==> config.mk <==
export PLATFORM = sky130hd
export DESIGN_NAME = stdout_tx_fifo_flat
export DESIGN_NICKNAME = d
export VERILOG_FILES = /design/src/rtl/stdout_tx_fifo_if.sv /design/src/rtl/stdout_tx_fifo.sv /design/src/flat_wrapper.sv
export SDC_FILE = /design/constraint.sdc
export NUM_CORES = 1
export LEC_CHECK = 0
export CAP_MARGIN = 20
export CORE_MARGIN = 2
export CORE_UTILIZATION = 45
export DETAILED_ROUTE_END_ITERATION = 10
export PLACE_DENSITY = 0.7
export SYNTH_ARGS = -nofsm -noshare
export SYNTH_HDL_FRONTEND = slang
export SYNTH_SLANG_ARGS = --single-unit
==> constraint.sdc <==
create_clock -name clk -period 3.55 [get_ports clk]
set_input_delay 0.5325 -clock clk [delete_from_list [all_inputs] [get_ports clk]]
set_output_delay 0.5325 -clock clk [all_outputs]
set_load 0.01 [all_outputs]
==> src/rtl/stdout_tx_fifo_if.sv <==
// ============================================================================
//  stdout_tx_fifo_if : core memory-bus link into the buffered stdout block
//  Rev 1.0
// ============================================================================
`default_nettype none

interface stdout_tx_fifo_if;
   logic [31:0] addr;
   logic        valid;
   logic        write;
   logic [31:0] wdata;
   logic [31:0] rdata;
   logic        ready;

   modport master (
      output addr,
      output valid,
      output write,
      output wdata,
      input  rdata,
      input  ready
   );

   modport slave (
      input  addr,
      input  valid,
      input  write,
      input  wdata,
      output rdata,
      output ready
   );
endinterface

`default_nettype wire

==> src/rtl/stdout_tx_fifo.sv <==
// ============================================================================
//  stdout_tx_fifo : byte FIFO between core stdout writes and the tty_tx link
//  Rev 1.0
// ============================================================================
`default_nettype none

module stdout_tx_fifo #(
   parameter int          DEPTH     = 16,
   parameter int          AW        = 4,
   parameter logic [31:0] DATA_ADDR = 32'h0000_3000,
   parameter logic [31:0] STAT_ADDR = 32'h0000_3008
) (
   input  logic            clk,
   input  logic            rstb,
   stdout_tx_fifo_if.slave bus,
   output logic            tx_valid,
   input  logic            tx_ready,
   output logic [7:0]      tx_data,
   output logic [AW:0]     level,
   output logic            empty,
   output logic            full
);

   localparam logic [AW:0] FULL_LEVEL = (AW + 1)'(DEPTH);

   typedef enum logic [0:0] {
      IDLE = 1'b0,
      ACK  = 1'b1
   } state_t;

   state_t          state;
   logic [7:0]      mem [DEPTH];
   logic [AW-1:0]   wr_ptr;
   logic [AW-1:0]   rd_ptr;
   logic [AW:0]     level_nxt;
   logic            sel;
   logic            is_data;
   logic            push;
   logic            pop;
   logic            flush;
   logic [31:0]     status_word;
   logic            unused_wdata;

   assign is_data = (bus.addr == DATA_ADDR);
   assign sel     = bus.valid && (is_data || (bus.addr == STAT_ADDR));

   // Push gates on the registered full flag, so a slot freed by a pop is
   // only usable on the following cycle.
   assign push  = (state == IDLE) && sel && bus.write && is_data && !full;
   assign flush = (state == IDLE) && sel && bus.write && !is_data && bus.wdata[0];
   assign pop   = tx_valid && tx_ready;

   assign status_word  = {14'b0, full, empty, 16'(level)};
   assign unused_wdata = ^bus.wdata[31:8];

   assign tx_valid = !empty;
   assign tx_data  = mem[rd_ptr];

   always_comb begin
      level_nxt = level;
      if (flush) begin
         level_nxt = '0;
      end else if (push && !pop) begin
         level_nxt = level + (AW + 1)'(1);
      end else if (pop && !push) begin
         level_nxt = level - (AW + 1)'(1);
      end
   end

   // Storage carries no reset; stale entries are unreachable once pointers clear.
   always_ff @(posedge clk) begin
      if (push) begin
         mem[wr_ptr] <= bus.wdata[7:0];
      end
   end

   always_ff @(posedge clk or negedge rstb) begin
      if (!rstb) begin
         wr_ptr <= '0;
         rd_ptr <= '0;
         level  <= '0;
         empty  <= 1'b1;
         full   <= 1'b0;
      end else if (flush) begin
         wr_ptr <= '0;
         rd_ptr <= '0;
         level  <= '0;
         empty  <= 1'b1;
         full   <= 1'b0;
      end else begin
         if (push) begin
            wr_ptr <= wr_ptr + AW'(1);
         end
         if (pop) begin
            rd_ptr <= rd_ptr + AW'(1);
         end
         level <= level_nxt;
         empty <= (level_nxt == '0);
         full  <= (level_nxt == FULL_LEVEL);
      end
   end

   // A data write while full leaves the FSM in IDLE so the held request is retried.
   always_ff @(posedge clk or negedge rstb) begin
      if (!rstb) begin
         state     <= IDLE;
         bus.ready <= 1'b0;
         bus.rdata <= '0;
      end else begin
         case (state)
            IDLE: begin
               bus.ready <= 1'b0;
               if (sel) begin
                  if (bus.write) begin
                     if (!is_data || !full) begin
                        state     <= ACK;
                        bus.ready <= 1'b1;
                     end
                  end else begin
                     bus.rdata <= is_data ? 32'h0 : status_word;
                     state     <= ACK;
                     bus.ready <= 1'b1;
                  end
               end
            end
            ACK: begin
               bus.ready <= 1'b0;
               state     <= IDLE;
            end
            default: begin
               bus.ready <= 1'b0;
               state     <= IDLE;
            end
         endcase
      end
   end

endmodule

`default_nettype wire

==> src/flat_wrapper.sv <==
// flat-port wrapper written by rule: the top's interface ports become plain ports
module stdout_tx_fifo_flat 
#(
   parameter int          DEPTH     = 16,
   parameter int          AW        = 4,
   parameter logic [31:0] DATA_ADDR = 32'h0000_3000,
   parameter logic [31:0] STAT_ADDR = 32'h0000_3008
)
  (clk, rstb, tx_valid, tx_ready, tx_data, level, empty, full, bus_addr, bus_valid, bus_write, bus_wdata, bus_rdata, bus_ready);
  stdout_tx_fifo_if bus_i ();
  input  logic clk;
  input  logic rstb;
  output logic tx_valid;
  input  logic tx_ready;
  output logic [7:0] tx_data;
  output logic [AW:0] level;
  output logic empty;
  output logic full;
  input wire logic [$bits(bus_i.addr)-1:0] bus_addr;
  input wire logic [$bits(bus_i.valid)-1:0] bus_valid;
  input wire logic [$bits(bus_i.write)-1:0] bus_write;
  input wire logic [$bits(bus_i.wdata)-1:0] bus_wdata;
  output wire logic [$bits(bus_i.rdata)-1:0] bus_rdata;
  output wire logic [$bits(bus_i.ready)-1:0] bus_ready;
  assign bus_i.addr = bus_addr;
  assign bus_i.valid = bus_valid;
  assign bus_i.write = bus_write;
  assign bus_i.wdata = bus_wdata;
  assign bus_rdata = bus_i.rdata;
  assign bus_ready = bus_i.ready;
  stdout_tx_fifo #(.DEPTH(DEPTH), .AW(AW), .DATA_ADDR(DATA_ADDR), .STAT_ADDR(STAT_ADDR)) u_core (.clk(clk), .rstb(rstb), .bus(bus_i), .tx_valid(tx_valid), .tx_ready(tx_ready), .tx_data(tx_data), .level(level), .empty(empty), .full(full));
endmodule
==> summary.md, run 1 <==
| Metric | Value |
|---|---|
| Status | complete, no violations |
| Starting DRC count in detailed routing | 267 |
| Fin crit share | 90.0% |
| CTS tree | built |
| Count leader, synth | edfxtp_1 |
| Hold WC Path Type | input port to async pin |
| Syn avg cell area | 17.6 um2 |
| Root Buffer | clkbuf_16 |
| # nets final | 529 |
| WHS | 356 ps |
| Slew margin rel. | 53.7% |
| Finished Core Util | 56.8% |
| Synth top area share | 59.3% |
| Multi-input gate area | 0.00185 mm2 |
| Largest family of logic cells by synthesized area | multiplexers |
| Via count | 3473 |
| Commonest cells in the netlist | edfxtp_1 (128), mux4_2 (40), buf_4 (25) |
| First drt pass iteration count | 4 |
| IO Port Bufs | 68 |
| Routed wl met2 | 6590 um |
| Reg2reg end | u_core.mem[8][4] |
| Layout Skew | 14.3 ps |
| Height of the die | 124 um |
| Mux contribution to synthesized area | 14.8% |
| Xor and xnor area share after synthesis | 1.35% |
| Flop pwr share | 40.6% |
| Top sig layer | met4 |
| DP Cell Count | 613 |
| Post-synthesis cell count | 369 |
| Max Slew Vio Count | 0 |
| Detailed Route WL | 12800 um |
| Vias in the first global route | 3504 |
| #FFs+latches synth | 151 |
| Leak Pwr | 2.76 nW |
| Post-synth cell types | 44 |
| EDFF count, synth | 128 |
| Total Routing Usage GR | 18.3% |
| Max Fclk | 313 MHz |
| Post-DP HPWL | 8230 um |
| Gates resized, CTS repair | 0 |
| Initial antenna violation count | 0 |
| Final Non-Filler Cells | 646 |
| Remaining DRCs | 0 |
| Site Rows | 43 |
| Clock share of power | 31.7% |
| Worst-path clk slew | 60 ps |
| Power Density | 663 mW/mm2 |
| Largest net degree at the start of global routing | 36 |
| Reg2reg path depth | 6 |
| Starting Density | 46.3% |
| # IOs | 118 |
| R2r setup slk | 1040 ps |
| Area of the core | 0.0140 mm2 |
| Worst r2r src | u_core.bus.ready |
| Post-synthesis simple-gate area fraction | 7.57% |
| Final setup margin | 353 ps |
| Detail Route Antenna Nets | 0 |
| Met3 WL | 753 um |
| Sequential element share of the synthesized area | 68.2% |
| Setup TNS Final | 0 ps |
| Layout cell share with drive strength beyond 1 | 20.8% |
| First-pass GRT wire length | 19600 um |
| Via/cell ratio | 5.38 |
| Area contributors post-synth | edfxtp_1 (59%), mux4_2 (14%), dfrtp_1 (8.5%) |
| Worst slew pin tran | 694 ps |
| Die width | 124 um |
| Routed WL per cell | 19.9 um |
| Total CTS buffers | 17 |
| Worst EP required | 3020 ps |
| CP Capture Type | primary output |
| Async S/R FF share, synth | 15.2% |
| Synth Warn # | 0 |
| Register area | 0.00442 mm2 |
| Max IR drop VDD | 0.373 mV |
| Total of max-cap violations | 0 |
| Final GP Congestion | 0.769 |
| # fillers | 1085 |
| CTS sink count | 151 |
| Startpoint types | flip-flop |
| Hold_buf cts | 0 |
| CTS H-tree depth | 4 |
| Crit path kind | flip-flop to primary output |
| GR Overflow Total | 0 |
| N_diodes | 0 |
| P&R area growth vs syn | 22.6% |
| Sw Ratio | 26.7% |
| Synth area leader | edfxtp_1 |
| Setup bufs post-CTS | 0 |
| Hold Vio Cnt, Final | 0 |
| CTS max path bufs | 2 |
| Unrepaired setup endpoints after global routing | false |
| Worst skew pair latency | 420 ps |
| Mapped Area | 0.00648 mm2 |
| Ys flop type | edfxtp_1 |
| Final min period | 3200 ps |
| Pre-CTS setup slack | 340 ps |
| Internal Power | 3.86 mW |
| Critical path arrival | 2660 ps |
| Met1 WL | 5370 um |
| Setup violations, final | 0 |
| Psw | 1.40 mW |
| Die Footprint | 0.0154 mm2 |
| CP Max Fanout | 35 |
| Adder-cell share of the synthesized area | 1.68% |
| Combinational power share | 27.8% |
| Compound-cell area share of the yosys netlist | 1.51% |
-- power by group through the flow --
| stage | clock (mW) | sequential (mW) | combinational (mW) |
|---|---|---|---|
| after floorplan | 0 | 2.08 | 1.03 |
| after global placement | 0 | 2.17 | 1.46 |
| after detailed placement | 0 | 2.17 | 1.49 |
| after CTS | 1.69 | 2.14 | 1.49 |
| after global routing | 1.78 | 2.15 | 1.59 |
| final | 1.67 | 2.14 | 1.46 |
-- through the flow --
stage,cell area (um2),total power [mW]
3_5_place_dp,7370,3.66
2_1_floorplan,6570,3.11
4_1_cts,7910,5.32
3_3_place_gp,7370,3.63
5_1_grt,7940,5.52
6_report,7940,5.27
-- logic make-up after synthesis --
family	count (synthesis)
other cells	1
buf+inv	57
compound gates	15
xor+xnor	10
mux	45
flops	151
simple gates	81
fa+ha+maj	9
-- layout by cell type, fill, tap and decap left out, drive strengths merged, types with 2 or more instances in the layout --
cell type | netlist | final
clkbuf | 11 | 20
ha | 7 | 7
clkinv | 0 | 8
bufinv | 0 | 2
xor2 | 6 | 6
clkinvlp | 0 | 2
edfxtp | 128 | 128
mux2 | 3 | 3
maj3 | 2 | 2
or3 | 3 | 3
nor4 | 10 | 10
mux2i | 2 | 2
nor2b | 3 | 3
o21ai | 10 | 10
nand3 | 10 | 10
xnor2 | 4 | 4
nand4 | 5 | 5
and2 | 18 | 18
mux4 | 40 | 40
clkdlybuf4s50 | 0 | 68
nor4b | 2 | 2
nor3 | 5 | 5
nor2 | 10 | 10
nand2 | 10 | 10
inv | 14 | 14
buf | 32 | 16
conb | 1 | 25
dfrtp | 22 | 22
-- per-layer routing --
metal / GRT usage [%] / vias to the layer above
met5: 0 / -
met4: 5.97 / 0
met3: 4.81 / 10
met2: 30.0 / 134
met1: 23.9 / 1771
li1: - / 1558
-- worst max path at each step --
stage | from | endpoint | slack [ps] | cells past startpoint
2_1_floorplan | u_core.rd_ptr[0] | tx_data[0] | 770 | 4
6_report | u_core.rd_ptr[0] | tx_data[7] | 350 | 4
3_5_place_dp | bus_addr[24] | u_core.mem[2][4] | 340 | 7
4_1_cts | u_core.rd_ptr[0] | tx_data[7] | 300 | 4
5_1_grt | u_core.rd_ptr[0] | tx_data[7] | 260 | 4
3_3_place_gp | bus_addr[29] | u_core.mem[2][4] | 420 | 7
-- state kept, by name (all words and copies together) (netlist names) --
name	flops
u_core.empty	1
u_core.bus.rdata	7
u_core.mem	128
u_core.bus.ready	1
u_core.level	5
u_core.rd_ptr	4
u_core.wr_ptr	4
u_core.full	1
-- layout make-up --
| type | count | area share [%] |
|---|---|---|
| well taps | 180 | 2.84 |
| flip-flops and latches | 151 | 55.7 |
| inverters | 14 | 0.662 |
| clock inverters | 12 | 1.39 |
| repair buffers | 84 | 10.7 |
| clock buffers | 20 | 5.50 |
| multi-input cells | 185 | 23.3 |
-- critical path, cell delays in order, from the launching register on --
cell             delay, ps
dfrtp_2                370
buf_12                 270
mux4_2                 570
mux4_2                 510
clkdlybuf4s50_1        500
Power figures use the tool's default switching activity.
==> inputs of run 2 (changes only) <==
--- a/config.mk
+++ b/config.mk
@@ -5,11 +5,12 @@
 export SDC_FILE = /design/constraint.sdc
 export NUM_CORES = 1
 export LEC_CHECK = 0
-export CAP_MARGIN = 20
+export CAP_MARGIN = 10
 export CORE_MARGIN = 2
-export CORE_UTILIZATION = 45
+export CORE_UTILIZATION = 52
+export CTS_CLUSTER_DIAMETER = 200
 export DETAILED_ROUTE_END_ITERATION = 10
-export PLACE_DENSITY = 0.7
+export PLACE_DENSITY = 0.79
 export SYNTH_ARGS = -nofsm -noshare
 export SYNTH_HDL_FRONTEND = slang
 export SYNTH_SLANG_ARGS = --single-unit
==> run 2 against run 1 <==
Effect of this change:
- setup slack worse by 7.2 ps
- core utilization is 8.6 points higher
- total power is 0.82% higher
- fmax is 0.22% lower
- wire length is 0.80% lower
- critical path type unchanged
- largest power group unchanged
==> summary.md, run 2 (synthesis results as in run 1) <==
| Metric | Value |
|---|---|
| Status | complete, no violations (unchanged) |
| Remaining DRCs | 0 (unchanged) |
| First-pass GRT wire length | 19300 um (was 19600 um) |
| Largest net degree at the start of global routing | 36 (unchanged) |
| Layout cell share with drive strength beyond 1 | 21.2% (was 20.8%) |
| CP Capture Type | primary output (unchanged) |
| Max Slew Vio Count | 0 (unchanged) |
| CTS sink count | 151 (unchanged) |
| Regs by FF count | u_core.mem (128), u_core.bus.rdata (7), u_core.level (5) (unchanged) |
| Hold Vio Cnt, Final | 0 (unchanged) |
| Area of the core | 0.0121 mm2 (was 0.0140 mm2) |
| Global route hottest layer | met2 (unchanged) |
| N_diodes | 0 (unchanged) |
| Power Density | 674 mW/mm2 (was 663 mW/mm2) |
| Starting Density | 53.7% (was 46.3%) |
| Max Fclk | 312 MHz (was 313 MHz) |
| Multi-input gate area | 0.00184 mm2 (was 0.00185 mm2) |
| Routed WL per cell | 20.2 um (was 19.9 um) |
| Site Rows | 40 (was 43) |
| Gates resized, CTS repair | 0 (unchanged) |
| Biggest register | u_core.mem (unchanged) |
| Post-layout instance area | 0.00788 mm2 (was 0.00794 mm2) |
| Post-DP HPWL | 8210 um (was 8230 um) |
| Die Footprint | 0.0134 mm2 (was 0.0154 mm2) |
| Max IR drop VDD | 0.351 mV (was 0.373 mV) |
| # nets final | 525 (was 529) |
| Layout Skew | 10.8 ps (was 14.3 ps) |
| Starting DRC count in detailed routing | 301 (was 267) |
| Total of max-cap violations | 0 (unchanged) |
| Via/cell ratio | 5.55 (was 5.38) |
| Hold_buf cts | 0 (unchanged) |
| Root Buffer | clkbuf_16 (unchanged) |
| GR Util met3 | 5.96% (was 4.81%) |
| Detail Route Antenna Nets | 0 (unchanged) |
| Total CTS buffers | 17 (unchanged) |
| Height of the die | 116 um (was 124 um) |
| Final GP Congestion | 0.778 (was 0.769) |
| P&R area growth vs syn | 21.7% (was 22.6%) |
| Worst EP required | 3020 ps (about the same) |
| Initial antenna violation count | 0 (unchanged) |
| Register area | 0.00442 mm2 (unchanged) |
| Reg2reg end | u_core.mem[10][0] (was u_core.mem[8][4]) |
| # IOs | 118 (unchanged) |
| Setup TNS Final | 0 ps (unchanged) |
| Hold_sp | u_core.bus.rdata[17] |
| R2r setup slk | 800 ps (was 1040 ps) |
| CTS max path bufs | 2 (unchanged) |
| M1 GR Usage | 26.5% (was 23.9%) |
| GR Overflow Total | 0 (unchanged) |
| Setup violations, final | 0 (unchanged) |
| Vias in the first global route | 3579 (was 3504) |
| First drt pass iteration count | 5 (was 4) |
| Unrepaired setup endpoints after global routing | false (unchanged) |
| # fillers | 806 (was 1085) |
| Worst-path clk slew | 60 ps (about the same) |
| Worst skew pair latency | 420 ps (about the same) |
| Largest register FFs | 128 (unchanged) |
| CTS H-tree depth | 4 (unchanged) |
| Worst slew pin tran | 1000 ps (was 694 ps) |
| Finished Core Util | 65.3% (was 56.8%) |
| Setup bufs post-CTS | 0 (unchanged) |
| Hold WC Path Type | flip-flop to flip-flop (was input port to async pin) |
| Met2 GRT Util | 33.1% (was 30.0%) |
| Startpoint types | flip-flop (unchanged) |
| Commonest non-fill, non-tap cell in the layout | edfxtp_1 (unchanged) |
| Area after DPL | 0.00731 mm2 (was 0.00737 mm2) |
| Fin crit share | 90.2% (was 90.0%) |
| Leak Pwr | 2.73 nW (was 2.76 nW) |
| Slew margin rel. | 33.1% (was 53.7%) |
| CP Max Fanout | 35 (unchanged) |
| Final min period | 3200 ps (about the same) |
| Reg2reg path depth | 5 (was 6) |
| Via count | 3495 (was 3473) |
| Crit path kind | flip-flop to primary output (unchanged) |
| Commonest cells after routing, fill and taps aside | edfxtp_1 (128), clkdlybuf4s50_1 (68), mux4_2 (40), conb_1 (25), dfrtp_1 (21) (unchanged) |
| Worst r2r src | u_core.bus.ready (unchanged) |
| CTS tree | built (unchanged) |
| IO Port Bufs | 68 (unchanged) |
| Worst hold path cell count | 2 |
| Detailed Route WL | 12700 um (was 12800 um) |
| Die width | 116 um (was 124 um) |
| Total Routing Usage GR | 20.2% (was 18.3%) |
| Hold EP | u_core.bus.rdata[17] |
| Critical path arrival | 2670 ps (was 2660 ps) |
run 2: cell count changes in the layout (fill, tap and decap cells not counted), sizes merged:
cell	previous run	this run
bufinv	2	1
buf	16	12
clkbuf	20	17
clkinvlp	2	4
clkinv	8	4
inv	14	20
run 2: critical path, stage by stage (launching register included):
cell and delay, ps:
dfrtp_2 370, buf_12 270, mux4_2 600, mux4_2 490, clkdlybuf4s50_1 490
run 2: cell type report:
class / instances / area share (%)
Clock buffer: 17 / 5.40
Clock inverter: 15 / 1.83
Inverter: 14 / 0.667
Multi-Input combinational cell: 185 / 23.4
Sequential cell: 151 / 56.1
Tap cell: 168 / 2.67
Timing Repair Buffer: 80 / 9.94
run 2: worst max-delay path by stage:
stage          slack [ps]                 to  cells after the start              from
4_1_cts               310         tx_data[5]                      4  u_core.rd_ptr[0]
3_5_place_dp          240  u_core.mem[11][1]                      6      bus_addr[20]
3_3_place_gp          350   u_core.mem[8][1]                      6      bus_addr[20]
2_1_floorplan         770         tx_data[0]                      4  u_core.rd_ptr[0]
6_report              350         tx_data[5]                      4  u_core.rd_ptr[0]
5_1_grt               270         tx_data[5]                      4  u_core.rd_ptr[0]
run 2: stage by stage:
stage | hold WS [ps] | setup slack, ps | cells | total power [mW]
6_report | 542 | 346 | 630 | 5.31
3_3_place_gp | 529 | 351 | 598 | 3.61
2_1_floorplan | 237 | 766 | 393 | 3.11
3_5_place_dp | 537 | 242 | 598 | 3.63
4_1_cts | 548 | 308 | 630 | 5.36
5_1_grt | 559 | 269 | 630 | 5.52
run 2: layer usage:
layer | wire (um) | up-vias
li1 | - | 1548
met5 | 0 | -
met3 | 841 | 15
met2 | 6660 | 172
met4 | 160 | 0
met1 | 5080 | 1760
run 2: report_power, final:
group / internal (mW) / switching (mW)
Clock: 0.979 / 0.739
Sequential: 1.99 / 0.146
Combinational: 0.856 / 0.603
==> inputs of run 3 (changes only) <==
--- a/config.mk
+++ b/config.mk
@@ -5,12 +5,13 @@
 export SDC_FILE = /design/constraint.sdc
 export NUM_CORES = 1
 export LEC_CHECK = 0
+export ABC_AREA = 1
 export CAP_MARGIN = 10
 export CORE_MARGIN = 2
-export CORE_UTILIZATION = 52
+export CORE_UTILIZATION = 53
 export CTS_CLUSTER_DIAMETER = 200
 export DETAILED_ROUTE_END_ITERATION = 10
-export PLACE_DENSITY = 0.79
+export PLACE_DENSITY = 0.8
 export SYNTH_ARGS = -nofsm -noshare
 export SYNTH_HDL_FRONTEND = slang
 export SYNTH_SLANG_ARGS = --single-unit
==> run 3 against run 2 <==
Effect of this change:
- critical path type unchanged
- combinational power down 7%
- critical endpoint is now tx_data[7]
- sequential power down 2%
- total power is 4.6% lower
- non-clock buffer count rose by 9
==> summary.md, run 3 <==
| Metric | Value |
|---|---|
| Detail Route Antenna Nets | 0 (unchanged) |
| Post-DP HPWL | 9630 um (was 8210 um) |
| CP Max Fanout | 50 (was 35) |
| Startpoint types | flip-flop (unchanged) |
| # nets final | 770 (was 525) |
| Via/cell ratio | 5.37 (was 5.55) |
| Finished Core Util | 65.5% (was 65.3%) |
| Register area | 0.00442 mm2 (about the same) |
| First-pass GRT wire length | 23500 um (was 19300 um) |
| Setup TNS Final | 0 ps (unchanged) |
| CTS tree | built (unchanged) |
| Crit path kind | flip-flop to primary output (unchanged) |
| Tot Pwr | 5.06 mW (was 5.31 mW) |
| Synth Warn # | 0 (unchanged) |
| Commonest non-fill, non-tap cell in the layout | edfxtp_1 (unchanged) |
| Worst slew pin tran | 1030 ps (was 1000 ps) |
| Worst-path clk slew | 60 ps (about the same) |
| Final GP Congestion | 0.828 (was 0.778) |
| Starting DRC count in detailed routing | 421 (was 301) |
| Post-synthesis cell count | 612 (was 369) |
| CTS max path bufs | 2 (unchanged) |
| Die width | 118 um (was 116 um) |
| Total of max-cap violations | 0 (unchanged) |
| Detailed Route WL | 14800 um (was 12700 um) |
| CTS H-tree depth | 4 (unchanged) |
| Sequential element share of the synthesized area | 64.3% (was 68.2%) |
| Largest net degree at the start of global routing | 51 (was 36) |
| Starting Density | 54.5% (was 53.7%) |
| IO Port Bufs | 68 (unchanged) |
| Crit. Startpoint | u_core.rd_ptr[0] (unchanged) |
| N_diodes | 0 (unchanged) |
| Hold_buf cts | 0 (unchanged) |
| Max Fclk | 301 MHz (was 312 MHz) |
| #FFs+latches synth | 151 (unchanged) |
| Status | complete, no violations (unchanged) |
| Setup bufs post-CTS | 0 (unchanged) |
| Fin crit share | 93.6% (was 90.2%) |
| Regs by FF count | u_core.mem (128), u_core.bus.rdata (7), u_core.level (5) (unchanged) |
| Hold WC Path Type | flip-flop to flip-flop (unchanged) |
| Reg2reg path depth | 5 (unchanged) |
| Die Footprint | 0.0139 mm2 (was 0.0134 mm2) |
| Slew margin rel. | 31.0% (was 33.1%) |
| Unrepaired setup endpoints after global routing | false (unchanged) |
| P&R area growth vs syn | 20.3% (was 21.7%) |
| Layout cell share with drive strength beyond 1 | 8.63% (was 21.2%) |
| Synth top area share | 55.9% (was 59.3%) |
| Leak Pwr | 3.27 nW (was 2.73 nW) |
| Reg2reg end | u_core.mem[9][2] (was u_core.mem[10][0]) |
| R2r setup slk | 1310 ps (was 800 ps) |
| Initial antenna violation count | 0 (unchanged) |
| Total Routing Usage GR | 22.1% (was 20.2%) |
| Count leader, synth | edfxtp_1 (unchanged) |
| Biggest register | u_core.mem (unchanged) |
| First drt pass iteration count | 5 (unchanged) |
| Site Rows | 41 (was 40) |
| Synth area leader | edfxtp_1 (unchanged) |
| GR Overflow Total | 0 (unchanged) |
| Height of the die | 118 um (was 116 um) |
| Mapped Area | 0.00688 mm2 (was 0.00648 mm2) |
| # IOs | 118 (unchanged) |
| Ys flop type | edfxtp_1 (unchanged) |
| Syn avg cell area | 11.2 um2 (was 17.6 um2) |
| Max Slew Vio Count | 0 (unchanged) |
| Root Buffer | clkbuf_16 (unchanged) |
| Area of the core | 0.0126 mm2 (was 0.0121 mm2) |
| Worst EP required | 3020 ps (about the same) |
| EDFF count, synth | 128 (unchanged) |
| Layout Skew | 6.50 ps (was 10.8 ps) |
| Largest register FFs | 128 (unchanged) |
| Remaining DRCs | 0 (unchanged) |
| Vias in the first global route | 4739 (was 3579) |
| Max IR drop VDD | 0.402 mV (was 0.351 mV) |
| Setup violations, final | 0 (unchanged) |
| Via count | 4721 (was 3495) |
| Critical path arrival | 2790 ps (was 2670 ps) |
| CP endpoint | tx_data[7] (was tx_data[5]) |
| Final min period | 3320 ps (was 3200 ps) |
| Hold Vio Cnt, Final | 0 (unchanged) |
| Power Density | 612 mW/mm2 (was 674 mW/mm2) |
| Routed WL per cell | 16.8 um (was 20.2 um) |
| Multi-input gate area | 0.00197 mm2 (was 0.00184 mm2) |
| Worst skew pair latency | 420 ps (about the same) |
| Worst r2r src | u_core.bus.ready (unchanged) |
| Total CTS buffers | 17 (unchanged) |
| Commonest cells in the netlist | edfxtp_1 (128), inv_1 (73), nand2_1 (69) (was edfxtp_1 (128), mux4_2 (40), buf_4 (25)) |
| Commonest cells after routing, fill and taps aside | edfxtp_1 (128), inv_1 (73), nand2_1 (69), clkdlybuf4s50_1 (68), o21ai_0 (48) (was edfxtp_1 (128), clkdlybuf4s50_1 (68), mux4_2 (40), conb_1 (25), dfrtp_1 (21)) |
| Post-synth cell types | 29 (was 44) |
| Gates resized, CTS repair | 0 (unchanged) |
| Area contributors post-synth | edfxtp_1 (56%), dfrtp_1 (8.0%), mux2i_1 (4.7%) (was edfxtp_1 (59%), mux4_2 (14%), dfrtp_1 (8.5%)) |
| CP Capture Type | primary output (unchanged) |
| # fillers | 935 (was 806) |
| CTS sink count | 151 (unchanged) |
| Async S/R FF share, synth | 15.2% (unchanged) |
-- run 3: cell types whose count changed in the layout (fill, tap and decap cells not counted), sizes merged, moves of 32 or more --
cell / previous run / this run
nor2: 10 / 47
o211ai: 0 / 32
mux4: 40 / 0
inv: 20 / 74
o21ai: 10 / 48
a21oi: 1 / 36
nand2: 10 / 73
-- run 3: through the flow --
step | area, um2 | cells | worst slack, ps | hold WS [ps]
after global routing | 8270 | 879 | 114 | 525
after global placement | 7730 | 847 | 658 | 471
after detailed placement | 7730 | 847 | 568 | 482
final | 8270 | 879 | 226 | 498
after CTS | 8270 | 879 | 250 | 503
after floorplan | 6970 | 636 | 1330 | 237
-- run 3: final cells by class --
class	instances	share of cell area (%)
clock buffers	19	5.23
clock inverters	13	1.29
inverters	75	3.40
multi-input cells	360	23.8
flip-flops and latches	151	53.5
well taps	172	2.60
repair buffers	89	10.1
-- run 3: layer usage --
metal | global-route usage, % | vias to the layer above | wire length, um
met4 | 11.2 | 0 | 404
met1 | 26.7 | 2252 | 6020
li1 | - | 2252 | -
met3 | 4.70 | 35 | 957
met5 | 0 | - | 0
met2 | 37.6 | 182 | 7370
-- run 3: critical path, cell delays in order, from the launching register on --
cell and delay (ps):
dfrtp_4 800, buf_4 310, mux2i_1 190, o21ai_0 140
o211ai_1 320, nand2_1 90, clkdlybuf4s50_1 490
-- run 3: where the power goes --
group	switching [mW]	internal, mW	leakage (nW)
clock	0.676	0.953	0.246
sequential	0.105	1.97	1.43
combinational	0.794	0.562	1.59
total	1.57	3.49	3.27
-- run 3: kinds of logic (layout without fill, tap and decap cells) --
logic type      count (synthesis)  count (layout)  share of synthesized area (%)
flops                         151             151                           64.3
other cells                     1              25                         0.0545
mux                            32              32                           4.66
compound gates                118             118                           9.85
buf+inv                       125             196                           8.33
xor+xnor                        3               3                          0.382
fa+ha+maj                       7               7                           1.27
simple gates                  175             175                           11.2
-- run 3: worst min path at each step --
stage                    startpoint                    to  slack, ps  cells after the start
3_5_place_dp    u_core.bus.rdata[3]   u_core.bus.rdata[3]        480                      2
4_1_cts        u_core.bus.rdata[17]  u_core.bus.rdata[17]        500                      2
3_3_place_gp   u_core.bus.rdata[17]  u_core.bus.rdata[17]        470                      2
6_report        u_core.bus.rdata[4]   u_core.bus.rdata[4]        500                      2
2_1_floorplan                  rstb   u_core.bus.rdata[0]        240                      0
5_1_grt         u_core.bus.rdata[0]   u_core.bus.rdata[0]        520                      2
